File: config.mk
export PLATFORM = sky130hd
export DESIGN_NAME = serial_subtractor
export DESIGN_NICKNAME = d
export VERILOG_FILES = /design/src/rtl/serial_subtractor_pkg.sv /design/src/rtl/serial_subtractor_full_subtractor.sv /design/src/rtl/serial_subtractor.sv
export SDC_FILE = /design/constraint.sdc
export NUM_CORES = 1
export LEC_CHECK = 0
export CORE_MARGIN = 4
export CORE_UTILIZATION = 35
export CTS_BUF_LIST = sky130_fd_sc_hd__clkbuf_8
export CTS_CLUSTER_DIAMETER = 50
export DETAILED_ROUTE_END_ITERATION = 8
export GPL_TIMING_DRIVEN = 0
export PLACE_DENSITY = 0.56
export SETUP_SLACK_MARGIN = 0.1
export SLEW_MARGIN = 20
export SYNTH_ARGS = -nofsm -noshare
export SYNTH_HDL_FRONTEND = slang
export SYNTH_SLANG_ARGS = --single-unit
File: constraint.sdc
create_clock -name clk -period 3.4 [get_ports clk]
set_clock_uncertainty 0.15 [all_clocks]
set_input_delay 0.68 -clock clk [delete_from_list [all_inputs] [get_ports clk]]
set_output_delay 0.68 -clock clk [all_outputs]
set_load 0.01 [all_outputs]
File: src/rtl/serial_subtractor_pkg.sv
// Shared definitions for the bit-serial subtractor.
//   - state_t  : sequencing states (idle, processing bits, one-cycle done)
//   - MaxBits  : largest supported operand width
package sub_pkg;

    localparam int unsigned MaxBits = 32;

    typedef enum logic [1:0] {
        StIdle = 2'd0,
        StRun  = 2'd1,
        StDone = 2'd2
    } state_t;

endpackage

File: src/rtl/serial_subtractor_full_subtractor.sv
// Combinational one-bit full subtractor: computes x - y - bin.
// Ports:
//   x    in   minuend bit
//   y    in   subtrahend bit
//   bin  in   borrow in
//   d    out  difference bit
//   bout out  borrow out
module full_subtractor (
    input  logic x,
    input  logic y,
    input  logic bin,
    output logic d,
    output logic bout
);

    always_comb begin
        d    = x ^ y ^ bin;
        // Borrow when y exceeds x, or when x == y and a borrow is already pending.
        bout = (~x & y) | (~(x ^ y) & bin);
    end

endmodule

File: src/rtl/serial_subtractor.sv
// Bit-serial unsigned subtractor: diff = (a - b) mod 2^BITS, one bit per clock,
// LSB first, through a single full-subtractor cell.
// Parameters:
//   BITS        operand/result width, 2..32
// Ports:
//   clk         system clock, rising edge
//   rst         asynchronous active-high reset
//   start       request; sampled only while idle
//   a, b        operands, captured on the accepting edge
//   busy        high while bits are being processed
//   done        one-cycle pulse when diff/borrow_out are updated
//   diff        registered result
//   borrow_out  registered final borrow (a < b unsigned)
module serial_subtractor
    import sub_pkg::*;
#(
    parameter int unsigned BITS = 8
) (
    input  logic            clk,
    input  logic            rst,
    input  logic            start,
    input  logic [BITS-1:0] a,
    input  logic [BITS-1:0] b,
    output logic            busy,
    output logic            done,
    output logic [BITS-1:0] diff,
    output logic            borrow_out
);

    localparam int unsigned CntW = $clog2(BITS);
    localparam logic [CntW-1:0] LastBit = CntW'(BITS - 1);

    state_t          state_q, state_d;
    logic [CntW-1:0] cnt_q, cnt_d;
    logic [BITS-1:0] a_sr_q, a_sr_d;
    logic [BITS-1:0] b_sr_q, b_sr_d;
    // Holds the BITS-1 low difference bits; the final bit joins them on the last edge.
    logic [BITS-2:0] work_q, work_d;
    logic            brw_q, brw_d;
    logic [BITS-1:0] diff_q, diff_d;
    logic            bo_q, bo_d;

    logic            d_bit;
    logic            bout_bit;
    logic [BITS-1:0] work_cat;

    full_subtractor u_fs (
        .x    (a_sr_q[0]),
        .y    (b_sr_q[0]),
        .bin  (brw_q),
        .d    (d_bit),
        .bout (bout_bit)
    );

    // New bit enters at the MSB; on the last edge this is the complete result.
    assign work_cat = {d_bit, work_q};

    always_comb begin
        state_d = state_q;
        cnt_d   = cnt_q;
        a_sr_d  = a_sr_q;
        b_sr_d  = b_sr_q;
        work_d  = work_q;
        brw_d   = brw_q;
        diff_d  = diff_q;
        bo_d    = bo_q;

        unique case (state_q)
            StIdle: begin
                if (start) begin
                    a_sr_d  = a;
                    b_sr_d  = b;
                    brw_d   = 1'b0;
                    cnt_d   = '0;
                    state_d = StRun;
                end
            end
            StRun: begin
                a_sr_d = {1'b0, a_sr_q[BITS-1:1]};
                b_sr_d = {1'b0, b_sr_q[BITS-1:1]};
                work_d = work_cat[BITS-1:1];
                brw_d  = bout_bit;
                cnt_d  = cnt_q + CntW'(1);
                if (cnt_q == LastBit) begin
                    diff_d  = work_cat;
                    bo_d    = bout_bit;
                    cnt_d   = '0;
                    state_d = StDone;
                end
            end
            StDone: begin
                state_d = StIdle;
            end
            default: begin
                state_d = StIdle;
            end
        endcase
    end

    always_ff @(posedge clk or posedge rst) begin
        if (rst) begin
            state_q <= StIdle;
            cnt_q   <= '0;
            a_sr_q  <= '0;
            b_sr_q  <= '0;
            work_q  <= '0;
            brw_q   <= 1'b0;
            diff_q  <= '0;
            bo_q    <= 1'b0;
        end else begin
            state_q <= state_d;
            cnt_q   <= cnt_d;
            a_sr_q  <= a_sr_d;
            b_sr_q  <= b_sr_d;
            work_q  <= work_d;
            brw_q   <= brw_d;
            diff_q  <= diff_d;
            bo_q    <= bo_d;
        end
    end

    assign busy       = (state_q == StRun);
    assign done       = (state_q == StDone);
    assign diff       = diff_q;
    assign borrow_out = bo_q;

endmodule

Yosys cells after proc, flatten, opt, wreduce, memory -nomap -nowiden
Cells that the tools add are included.
Widths: inputs -> output; s select.
Word-level totals
  register bits after elaboration: 38
  bits of input ports: 19
  output and inout port bits: 11
  logic and storage cells: 38
Operators by class
  $add $sub $neg: 1
  equal/unequal tests: 5
  multiplexer cells: 12
  bitwise logic cells: 7
  reduce and logical (&&, ||, !) cells: 5
Operator list (number)
  $pmux 8 s2: 2
  $mux 8: 2
  $mux 3: 2
  $pmux 3 s2: 1
  $reduce_and 2->1: 3
  $mux 2: 2
  $pmux 2 s2: 1
  $add 3x1->3 const B: 1
  $eq 3x3->1 const B: 1
  $and 1x1->1: 2
  $eq 2x1->1 const B: 1
  $eq 2x2->1 const B: 1
  $logic_not 2->1: 1
  $ne 2x1->1 const B: 1
  $ne 2x2->1 const B: 1
  $not 1->1: 2
  $pmux 1 s2: 1
  $reduce_bool 2->1: 1
  $xor 1x1->1: 2
  $mux 1: 1
  $or 1x1->1: 1

Longest topological paths before layout
  depth after elaboration: 5
  mapped depth: 5
  gate-level depth less buffers: 4

Hierarchy
A second synthesis with hierarchy kept.
Second synthesis, totals
  cell total of the unflattened synthesis: 147
  area, all modules: 1692.9 um^2
By module, submodules not included
  serial_subtractor: times used 1, cells each 143, area each 1661.6 um^2, seq. area each 950.9 um^2
  full_subtractor: times used 1, cells each 4, area each 31.3 um^2, seq. area each 0.0 um^2

Worst setup path before layout
No wires, ideal clock.
  path type: register to output
  start: register state_q[0]
  end: output port done
  arrival time: 0.905 ns
  required time: 2.570 ns
  setup slack: 1.665 ns
  cell stages (with the launch flop): 4
  buffers on the path: 2
  path through: dfrtp_1 -> buf_4 -> clkbuf_1 -> nor2_1
Between the ends
  word-level cells in the longest chain between the ends: 1
Ends and longest elaborated chain
  start: declaration: RTL line serial_subtractor.sv:33  | state_t state_q, state_d;
  start signal: assignment: RTL line serial_subtractor.sv:102  | state_q <= StIdle;
  start signal: assignment: RTL line serial_subtractor.sv:111  | state_q <= state_d;
  $eq 2x2->1: RTL line serial_subtractor.sv:123  | assign done = (state_q == StDone);
  end: declaration: RTL line serial_subtractor.sv:25  | output logic done,
Every way passes these cells.

Worst setup path after layout
Same ends and word-level chain as after synthesis.

==> metrics.txt <==
HP Class reg2reg; Worst R2R Start cnt_q[0]; Hold Crit Start work_q[0]; largest net degree at the start of global routing 22; Wirelength per Cell 14.1 µm; # port buffers 29; leakage 1.04 nW; Setup CP Type reg2out; final net count 203; most common cell in the netlist dfrtp_1; Post-synth top flop dfrtp_1; Setup TNS 0 ns; total congestion overflow 0; nature of the critical path startpoint register; YS warnings 0; final setup vio count 0; timing-limited maximum frequency 0.380 GHz; max-cap violations 0; final slew viol count 0; # DRC 0; Tcrit/Tclk final 77.3%; #FFs+latches synth 38; vias per cell 4.82; critical register-to-register path endpoint diff[1]; layout cells sized above 1 19.2%; Worst EP arrival 1.80 ns; Hold EP diff[0]; Routability Congestion 0.771; Synth top area share 52.9%; CP Launch Point state_q[0]; Die Width 79.7 µm; die footprint 0.00634 mm²; top cells by count, synth 38 x dfrtp_1, 20 x inv_1, 15 x nor2b_1; Initial Utilization 37.1%; drt first pass iters 4; final setup margin 0.771 ns; worst r2r path cells 5; maximum clock path buffer count 2; Worst-Margin Slew 0.445 ns; CP Max Fanout 10; Post-synth EDFFs 0; first-pass GRT wire length 6110 µm; CTS H-tree lvls 2; DR iter-0 viols 33; Fin. Hold Viols 0; Yosys top cell by area dfrtp_1; FFs w/ async S/R, synth 100%; final cell count without fillers 249; Critical Path RT 2.57 ns; Clock Latency Late Sink 0.29 ns; CTS tree done; R2R Setup Slk 1.72 ns; Post-Place Setup Slack 1.06 ns; syn_nets 166; top post-synthesis cells by area dfrtp_1 53%, mux2_4 7.5%, a221oi_1 6.3%; Worst slew margin 70.3%; I/O pin total 30; hold_buf cts 0; Sink Count 38; total global-route track usage 12.4%; Final min period 2.63 ns; Antenna diodes 0; CTS resizes 0; Detail Route Antenna Nets 0; sequential area share after synthesis 52.9%; Worst Setup End Kind output port; vias in the first global route 1307; worst hold path depth 1; Syn Inst Count 144; Die H 79.7 µm; Root Driver clkbuf_8; synth-to-layout area growth 27.6%; Num CTS Buffers 5; unique cell type count in the Yosys netlist 24; Worst-path clk slew 0.07 ns; Core ar. 0.00485 mm²; row count 25; final wirelength 3500 µm; Via Count 1199; Peak supply drop 0.000256 V; initial antenna violation count 0; DP Wirelength 2540 µm; Post-CTS Setup Inserts 0; RSZ-0062 raised after global routing false; syn avg cell area 12.5 µm²; Placed Cells 241; status finished clean; PD cells 855 mW/mm²; synthesized cell area 0.00180 mm²
==> placed cells by master (no fill, tap or decap), types with 2 or more instances in the layout <==
| cell type | Yosys | layout |
|---|---|---|
| dfrtp_1 | 38 | 38 |
| clkdlybuf4s50_1 | 0 | 29 |
| inv_1 | 20 | 19 |
| nor2b_1 | 15 | 15 |
| nor3b_1 | 13 | 13 |
| a221oi_1 | 13 | 13 |
| mux2_4 | 9 | 9 |
| mux2_2 | 7 | 7 |
| clkbuf_8 | 0 | 6 |
| buf_6 | 4 | 4 |
| nor2_1 | 4 | 4 |
| a22o_1 | 4 | 4 |
| buf_2 | 2 | 2 |
| clkbuf_1 | 2 | 2 |
| ha_1 | 2 | 2 |
==> worst max path at each step <==
stage | to | slack (ns)
floorplan | done | 1.66
global placement | b_sr_q[0] | 0.88
detailed placement | b_sr_q[1] | 1.06
CTS | done | 0.73
global route | done | 0.63
finish | done | 0.77
==> registers in the layout, indices dropped and copies added (netlist names) <==
signal / flops
work_q: 7
state_q: 2
borrow_out: 1
a_sr_q: 8
cnt_q: 3
b_sr_q: 8
diff: 8
brw_q: 1
==> power breakdown <==
group          leakage [nW]  internal (mW)  switching, mW
registers             0.457          0.669          0.126
logic                 0.531          0.500          0.345
clock network        0.0472          0.163          0.158
==> critical path, cell delays in order (launching register included) <==
cell	delay, ns
dfrtp_1	0.44
buf_4	0.19
clkbuf_1	0.19
nor2_1	0.14
clkdlybuf4s50_1	0.55
==> layer usage <==
layer  up-vias  global-route usage, %  part of all wire, %
met2        32                   20.5                   48
met4         0                   4.64                  1.2
met3         5                   4.29                  6.0
met1       588                   14.8                   45
li1        574                      -                    -
met5         -                      0                    0
==> metrics by stage <==
step	power [mW]	hold WS (ns)	utilization (%)	area, µm²
after floorplan	1.38	0.316	-	1800
after global placement	1.63	0.338	44.8	2170
after detailed placement	1.67	0.339	45.3	2200
after CTS	2.00	0.362	47.3	2290
after global routing	2.11	0.372	47.3	2290
final	1.96	0.358	47.3	2290
==> logic make-up (layout without fill, tap and decap cells) <==
group	after synthesis	count (layout)	share of synthesized area, %
flops	38	38	52.9
mux	16	16	11.9
compound gates	22	22	11.4
simple gates	36	36	13.2
buf+inv	29	67	8.08
fa+ha+maj	3	3	2.51
==> final cells by class <==
| class | instances | area, µm² |
|---|---|---|
| plain buffers | 9 | 70.1 |
| clock buffers | 6 | 82.6 |
| clock inverters | 2 | 12.5 |
| fillers | 446 | 2550 |
| inverters | 20 | 75.1 |
| multi-input cells | 77 | 701 |
| flip-flops and latches | 38 | 951 |
| well taps | 67 | 83.8 |
| repair buffers | 30 | 318 |
(Power assumes the default switching activity.)
